### config.mk
export PLATFORM = sky130hd
export DESIGN_NAME = irq_controller
export DESIGN_NICKNAME = d
export VERILOG_FILES = /design/src/rtl/irq_ctrl_pkg.sv /design/src/rtl/irq_prio_enc.sv /design/src/rtl/irq_controller.sv
export SDC_FILE = /design/constraint.sdc
export NUM_CORES = 1
export LEC_CHECK = 0
export BUFFER_PORTS_ARGS = -buffer_cell sky130_fd_sc_hd__buf_4
export CAP_MARGIN = 20
export CORE_UTILIZATION = 25
export CTS_CLUSTER_SIZE = 40
export DETAILED_ROUTE_END_ITERATION = 16
export PLACE_DENSITY = 0.54
export SLEW_MARGIN = 0
export SYNTH_ARGS = -nofsm -noshare
export SYNTH_HDL_FRONTEND = slang
export SYNTH_SLANG_ARGS = --single-unit
### constraint.sdc
create_clock -name clk_i -period 6.7 [get_ports clk_i]
set_input_delay 0.67 -clock clk_i [delete_from_list [all_inputs] [get_ports clk_i]]
set_output_delay 0.67 -clock clk_i [all_outputs]
set_load 0.005 [all_outputs]
### src/rtl/irq_ctrl_pkg.sv
`default_nettype none
// ============================================================================
//  Module      : irq_ctrl_pkg
//  Description : Shared definitions for the interrupt controller: register
//                byte offsets on the system bus and the service FSM states.
//  Revision    : 1.0  initial release
// ============================================================================
package irq_ctrl_pkg;

   // Register byte offsets within the block
   localparam logic [31:0] IRQ_PENDING_ADDR = 32'h0000_0000;
   localparam logic [31:0] IRQ_MASK_ADDR    = 32'h0000_0004;
   localparam logic [31:0] IRQ_ACTIVE_ADDR  = 32'h0000_0008;
   localparam logic [31:0] IRQ_SWSET_ADDR   = 32'h0000_000C;

   // Service FSM states
   typedef enum logic [0:0] {
      IDLE    = 1'b0,
      SERVICE = 1'b1
   } irq_state_t;

endpackage
`default_nettype wire

### src/rtl/irq_prio_enc.sv
`default_nettype none
// ============================================================================
//  Module      : irq_prio_enc
//  Description : Combinational fixed-priority encoder. Reports whether any
//                request bit is set and the index of the lowest set bit.
//  Ports       : i_req   [N_IRQ]  request vector (already masked)
//                o_valid [1]      at least one request set
//                o_index [ID_W]   lowest set index (0 when none)
//  Revision    : 1.0  initial release
// ============================================================================
module irq_prio_enc #(
   parameter int N_IRQ = 16,
   parameter int ID_W  = 5
) (
   input  logic [N_IRQ-1:0] i_req,
   output logic             o_valid,
   output logic [ID_W-1:0]  o_index
);

   // Scan from the top down so the last hit, i.e. the lowest index, wins.
   always_comb begin
      o_valid = 1'b0;
      o_index = '0;
      for (int i = N_IRQ - 1; i >= 0; i--) begin
         if (i_req[i]) begin
            o_valid = 1'b1;
            o_index = ID_W'(i);
         end
      end
   end

endmodule
`default_nettype wire

### src/rtl/irq_controller.sv
`default_nettype none
// ============================================================================
//  Module      : irq_controller
//  Description : Interrupt controller. Latches rising edges of peripheral
//                level interrupts as pending bits, masks them, picks the
//                lowest-index source and runs a request/return handshake with
//                the core. Configured over the system-bus register interface.
//  Ports       : clk_i, rst_i (async, active-high)
//                req_i, write_enable_i, addr_i, write_data_i  bus request
//                read_data_o, ready_o                         bus response
//                irq_lines_i [N_IRQ]  level interrupt inputs
//                irq_req_o            request to core
//                irq_ret_i            return-from-handler pulse from core
//                irq_id_o    [ID_W]   index of the source in service
//                irq_ack_o   [N_IRQ]  one-hot acknowledge to the source
//  Revision    : 1.0  initial release
// ============================================================================
module irq_controller
   import irq_ctrl_pkg::*;
#(
   parameter int N_IRQ = 16,
   parameter int ID_W  = 5
) (
   input  logic              clk_i,
   input  logic              rst_i,
   input  logic              req_i,
   input  logic              write_enable_i,
   input  logic [31:0]       addr_i,
   input  logic [31:0]       write_data_i,
   output logic [31:0]       read_data_o,
   output logic              ready_o,
   input  logic [N_IRQ-1:0]  irq_lines_i,
   output logic              irq_req_o,
   input  logic              irq_ret_i,
   output logic [ID_W-1:0]   irq_id_o,
   output logic [N_IRQ-1:0]  irq_ack_o
);

   localparam logic [N_IRQ-1:0] c_one = N_IRQ'(1);

   // ---------------------------------------------------------------------
   // Registers
   // ---------------------------------------------------------------------
   irq_state_t        r_state;
   logic [N_IRQ-1:0]  r_hist;
   logic [N_IRQ-1:0]  r_pending;
   logic [N_IRQ-1:0]  r_mask;
   logic [ID_W-1:0]   r_id;
   logic [N_IRQ-1:0]  r_ack;
   logic              r_ready;
   logic [31:0]       r_rdata;

   // ---------------------------------------------------------------------
   // Combinational signals
   // ---------------------------------------------------------------------
   irq_state_t        w_state_nxt;
   logic              w_capture;
   logic [N_IRQ-1:0]  w_ack_nxt;
   logic              w_enc_valid;
   logic [ID_W-1:0]   w_enc_idx;
   logic              w_bus_we;
   logic [N_IRQ-1:0]  w_wdata;
   logic [N_IRQ-1:0]  w_set;
   logic [N_IRQ-1:0]  w_clr;
   logic [N_IRQ-1:0]  w_w1c;
   logic [N_IRQ-1:0]  w_swset;
   logic              w_mask_we;
   logic [31:0]       w_rdata;
   logic              w_unused_wdata;

   // Write data above N_IRQ is dropped; bits above are deliberately ignored.
   assign w_wdata        = write_data_i[N_IRQ-1:0];
   assign w_unused_wdata = ^write_data_i;

   assign w_bus_we  = req_i & write_enable_i;
   assign w_mask_we = w_bus_we & (addr_i == IRQ_MASK_ADDR);
   assign w_w1c     = (w_bus_we && addr_i == IRQ_PENDING_ADDR) ? w_wdata : '0;
   assign w_swset   = (w_bus_we && addr_i == IRQ_SWSET_ADDR)   ? w_wdata : '0;

   // Set sources: line rising edge or software set. Clear sources: W1C or the
   // FSM taking the source into service. Set has priority over clear.
   assign w_set = (irq_lines_i & ~r_hist) | w_swset;
   assign w_clr = w_w1c | (w_capture ? (c_one << w_enc_idx) : '0);

   irq_prio_enc #(
      .N_IRQ (N_IRQ),
      .ID_W  (ID_W)
   ) u_prio_enc (
      .i_req   (r_pending & r_mask),
      .o_valid (w_enc_valid),
      .o_index (w_enc_idx)
   );

   // ---------------------------------------------------------------------
   // Service FSM: state register
   // ---------------------------------------------------------------------
   always_ff @(posedge clk_i or posedge rst_i) begin
      if (rst_i) begin
         r_state <= IDLE;
      end else begin
         r_state <= w_state_nxt;
      end
   end

   // Service FSM: next state and control. Returning to IDLE always costs at
   // least one IDLE cycle before the next capture.
   always_comb begin
      w_state_nxt = r_state;
      w_capture   = 1'b0;
      w_ack_nxt   = '0;
      case (r_state)
         IDLE: begin
            if (w_enc_valid) begin
               w_capture   = 1'b1;
               w_state_nxt = SERVICE;
            end
         end
         SERVICE: begin
            if (irq_ret_i) begin
               w_ack_nxt   = c_one << r_id;
               w_state_nxt = IDLE;
            end
         end
         default: w_state_nxt = IDLE;
      endcase
   end

   // ---------------------------------------------------------------------
   // Read mux (read accesses only; everything else returns 0)
   // ---------------------------------------------------------------------
   always_comb begin
      w_rdata = '0;
      if (req_i && !write_enable_i) begin
         case (addr_i)
            IRQ_PENDING_ADDR: w_rdata = 32'(r_pending);
            IRQ_MASK_ADDR:    w_rdata = 32'(r_mask);
            IRQ_ACTIVE_ADDR:  w_rdata = {(r_state == SERVICE), 31'(r_id)};
            default:          w_rdata = '0;
         endcase
      end
   end

   // ---------------------------------------------------------------------
   // Datapath registers
   // ---------------------------------------------------------------------
   always_ff @(posedge clk_i or posedge rst_i) begin
      if (rst_i) begin
         r_hist    <= '0;
         r_pending <= '0;
         r_mask    <= '0;
         r_id      <= '0;
         r_ack     <= '0;
         r_ready   <= 1'b0;
         r_rdata   <= '0;
      end else begin
         r_hist    <= irq_lines_i;
         r_pending <= (r_pending & ~w_clr) | w_set;
         if (w_mask_we) begin
            r_mask <= w_wdata;
         end
         if (w_capture) begin
            r_id <= w_enc_idx;
         end
         r_ack     <= w_ack_nxt;
         r_ready   <= req_i;
         r_rdata   <= w_rdata;
      end
   end

   // irq_req_o is decoded straight from the state flop so that an
   // asynchronous reset drops it immediately.
   assign irq_req_o   = (r_state == SERVICE);
   assign irq_id_o    = r_id;
   assign irq_ack_o   = r_ack;
   assign ready_o     = r_ready;
   assign read_data_o = r_rdata;

endmodule
`default_nettype wire

Word-level counts from Yosys, hierarchy flattened
Cells that the tools add are included.
{"block": "classes", "eq_ne": 3, "n_reduce_logical": 5, "muxes": 43, "shift": 2, "n_bitwise": 11}
{"op": "$pmux W32 S3", "count": 1}
{"op": "$mux W16", "count": 5}
{"op": "$eq A32 B4 Y1 const B", "count": 2}
{"op": "$mux W4", "count": 16}
{"op": "$and A16 B16 Y16", "count": 3}
{"op": "$or A16 B16 Y16", "count": 3}
{"op": "$eq A32 B3 Y1 const B", "count": 1}
{"op": "$logic_not A32 Y1", "count": 1}
{"op": "$mux W32", "count": 1}
{"op": "$not A16 Y16", "count": 2}
{"op": "$shl A1 B5 Y16 const A", "count": 2}
{"op": "$mux W1", "count": 19}
{"op": "$logic_and A1 B1 Y1", "count": 3}
{"op": "$and A1 B1 Y1", "count": 2}
{"op": "$pmux W1 S2", "count": 1}
{"op": "$logic_not A1 Y1", "count": 1}
{"op": "$not A1 Y1", "count": 1}
{"block": "word_totals", "in_bits": 85, "output_inout_bits": 55, "reg_bits": 103, "word_cells": 72}

Logic depth before layout (Yosys ltp)
{"block": "logic_depth", "depth_word": 24, "ltp_mapped": 8, "ltp_nobuf": 6}

Hierarchy
From an unflattened synthesis, not the netlist that was laid out.
{"block": "hier_totals", "hier_cells": 364, "hier_area_um2": 4151.5}
{"mod": "irq_controller", "n_inst": 1, "cells_per_inst": 329, "seq_area_each_um2": 2202.1, "area_each_um2": 3961.3}
{"mod": "irq_prio_enc", "n_inst": 1, "cells_per_inst": 35, "seq_area_each_um2": 0.0, "area_each_um2": 190.2}

Least setup slack after synthesis
No wires, ideal clock.
{"block": "synth_timing", "path_kind": "input to register", "startpoint": "input addr_i[21]", "endpoint": "register r_mask[1]", "setup_slack_ps": 4463, "required_ps": 6575, "t_arrival_ps": 2113, "setup_time_ps": 125, "stages": 7, "n_path_buf": 2, "cell_sequence": "nor4_1 -> nand4_2 -> nor2_1 -> and4b_1 -> buf_4 -> buf_4 -> mux2_2"}
{"block": "synth_via", "elab_chain_len": 2}
{"item": "start, declared", "line": "irq_controller.sv:28", "source": "input logic [31:0] addr_i,"}
{"item": "$eq A32 B3 Y1", "line": "irq_controller.sv:76", "source": "assign w_mask_we = w_bus_we & (addr_i == IRQ_MASK_ADDR);"}
{"item": "$and A1 B1 Y1", "line": "irq_controller.sv:76"}
{"item": "end signal, assigned", "line": "irq_controller.sv:159", "source": "r_mask <= w_wdata;"}
{"item": "end, declared", "line": "irq_controller.sv:47", "source": "logic [N_IRQ-1:0] r_mask;"}
No other way between the ends.
A chain may end at the register's enable or synchronous reset.

Final worst setup path
{"block": "layout_timing", "startpoint": "input addr_i[25]", "endpoint": "register r_mask[12]"}
Same word-level chain as after synthesis.

==> reports/qor.csv <==
metric,value,unit
status,"complete, no violations",
global-route wire length before repair,16200,um
largest net degree at the start of global routing,88,
Async SR Flop Fraction,100,%
final wirelength,10100,um
vias,2995,
Post-DP Area,0.00495,sq mm
via density per instance,4.44,
Hold/Removal Path Class,in -> async,
Sw Share,22.4,%
die width,128,um
Avg Synthesized Cell Area,11.3,sq um
leading register cell type out of synthesis,dfrtp_1,
CTS resizes,0,
worst-margin pin slew,0.895,ns
Post-Syn Instances,352,
Starting Density,25.9,%
CTS tree,done,
vias in the first global route,3076,
number of synthesized register bits,87,
Clk network pwr share,42.0,%
ANT cells,0,
H-tree Lvls,3,
# hold bufs at CTS,0,
"Remaining Overflow, GRT",0,
Max Clock Freq,0.401,GHz
RSZ-0062 raised after global routing,false,
Fin. Hold Viols,0,
fin nets,546,
crit path DAT,2.71,ns
Netlist cell types,45,
WP data required,6.92,ns
Clock Skews,0.00477,ns
DRC Markers,0,
core box area,0.0154,sq mm
setup violators final,0,
Synthesis Warnings,0,
CTS root buf,clkbuf_16,
Cell Int Power,0.000846,W
Place WS,3.82,ns
Reg power frac,49.6,%
Pleak,2.52,nW
synthesis-to-finish area growth,31.5,%
post-placement cell count,660,
initial antenna violation count,0,
clock buffer depth,2,
Die Y,128,um
GPL Wtd Cong,0.740,
crit end category,flip-flop,
ratio of cells with drive above 1 in the final layout,33.2,%
Comb pwr share,8.5,%
post-route minimum period,2.50,ns
Ports,140,
final worst-path setup slack,4.20,ns
First-pass DRT Iterations,4,
input/output buffers,107,
Post-synth EDFFs,0,
ANT nets after route,0,
mapped cell area,0.00399,sq mm
"Reg clk slew, reported paths",0.06,ns
sequential area share after synthesis,54.6,%
Final Non-Filler Cells,675,
# Post-CTS Setup Buffers,0,
Total GRT Usage,13.0,%
total die area,0.0164,sq mm
Psw,0.000245,W
routed wire length per instance,14.9,um
Max Slew Vio Count,0,
setup TNS,0,ns
Pwr Density,208,mW/mm^2
Detailed Place HPWL,7290,um
fin crit share,37.2,%
Final Instance Area,0.00524,sq mm
Relative slew margins,40.3,%
crit-path max FO,17,
cell row count,45,
Crit Path Category,in -> reg,
total of max-cap violations,0,
clock tree sinks,87,
crit start category,primary input,
Peak VDD IR,0.111,mV
DR iter-0 viols,177,
total CTS buffers,9,
"Clk Latency, worst-skew pair",0.34,ns
worst max-delay path, stage by stage:
cell     delay [ns]
buf_4          0.11
nor4_1         0.34
nand4_2        0.21
nor2_1         0.15
and4b_1        0.80
mux2_2         0.42
metal layers:
layer / wire [um] / up-vias / GRT usage (%)
met4: 134 / 0 / 4.98
met3: 597 / 11 / 3.80
met5: 0 / - / 0
li1: - / 1447 / -
met2: 4970 / 85 / 21.1
met1: 4370 / 1452 / 16.1
layout by cell type, fill, tap and decap left out, types with 4 or more instances in the layout:
| cell type | count |
|---|---|
| mux2i_1 | 17 |
| a221oi_1 | 6 |
| nand4_1 | 4 |
| a22oi_1 | 7 |
| o21ai_0 | 10 |
| mux2_2 | 17 |
| nor3_1 | 8 |
| nor2b_1 | 10 |
| a221o_1 | 11 |
| dfrtp_1 | 87 |
| clkbuf_16 | 9 |
| nand3_1 | 7 |
| inv_1 | 16 |
| o211ai_1 | 4 |
| and2_1 | 4 |
| conb_1 | 16 |
| nor2_1 | 35 |
| a21oi_1 | 11 |
| buf_4 | 109 |
| nand2_1 | 32 |
flip-flops by register name (all words and copies together) (netlist names):
name         flops
irq_ack_o       16
irq_id_o         4
irq_req_o        1
r_hist          16
r_mask          16
r_pending       16
read_data_o     17
ready_o          1
path summary, 6_finish.rpt:
kind | start | to | slack, ns | cells past startpoint
setup / recovery | addr_i[25] | r_mask[12] | 4.20 | 6
hold / removal | rst_i | read_data_o[10] | 0.40 | 3
setup reg to reg | irq_req_o | r_pending[10] | 4.52 | 6
hold reg to reg | r_hist[1] | r_pending[1] | 0.42 | 1
max in group asynchronous | rst_i | ready_o | 5.67 | 4
min in group clk_i | r_hist[1] | r_pending[1] | 0.42 | 1
cells in the mapped netlist, types with 2 or more instances:
cell type / number / area (sq um)
a21boi_1: 2 / 15.0
a21boi_2: 2 / 22.5
a21oi_1: 11 / 55.1
a221o_1: 11 / 110
a221oi_1: 6 / 52.6
a22o_1: 3 / 26.3
a22oi_1: 7 / 52.6
a31oi_1: 2 / 12.5
a32o_1: 2 / 20.0
and2_1: 4 / 25.0
buf_4: 18 / 135
clkbuf_1: 6 / 22.5
dfrtp_1: 87 / 2180
inv_1: 17 / 63.8
mux2_2: 17 / 191
mux2i_1: 17 / 170
nand2_1: 32 / 120
nand2b_1: 3 / 18.8
nand3_1: 7 / 35.0
nand3b_1: 2 / 15.0
nand4_1: 4 / 25.0
nand4_2: 2 / 25.0
nor2_1: 35 / 131
nor2b_1: 10 / 62.6
nor3_1: 8 / 40.0
nor4_1: 3 / 18.8
nor4_2: 2 / 25.0
nor4b_4: 2 / 47.6
o211ai_1: 4 / 30.0
o21ai_0: 10 / 50.1
o22a_1: 2 / 17.5
per-stage QoR:
stage	total power (W)	hold WS (ns)	utilization (%)
final	0.00109	0.405	34.1
after global routing	0.00114	0.428	34.1
after CTS	0.00111	0.421	33.9
after detailed placement	0.000643	0.413	32.2
after global placement	0.000641	0.406	32.2
after floorplan	0.000596	0.400	-
kinds of logic (layout without fill, tap and decap cells):
| group | count (synthesis) | count (layout) | synth area share, % |
|---|---|---|---|
| other cells | 1 | 16 | 0.0941 |
| flops | 87 | 87 | 54.6 |
| simple gates | 120 | 120 | 16.4 |
| mux | 34 | 34 | 9.07 |
| compound gates | 66 | 66 | 13.7 |
| buf+inv | 44 | 141 | 6.06 |
layout make-up:
cell class	count	area (sq um)
clock buffer	13	260
clock inverter	1	5.00
fill	1565	10100
inverter	17	65.1
multi-input combinational	236	1620
sequential	87	2180
tap	211	264
timing repair buffer	110	846
power by group through the flow:
| stage | logic (W) | clock network, W | registers [W] |
|---|---|---|---|
| finish | 0.0000923 | 0.000458 | 0.000541 |
| global route | 0.000103 | 0.000493 | 0.000542 |
| CTS | 0.0000922 | 0.000473 | 0.000541 |
| detailed placement | 0.0000921 | 0 | 0.000550 |
| global placement | 0.0000903 | 0 | 0.000550 |
| floorplan | 0.0000501 | 0 | 0.000546 |
Power figures use the tool's default switching activity.
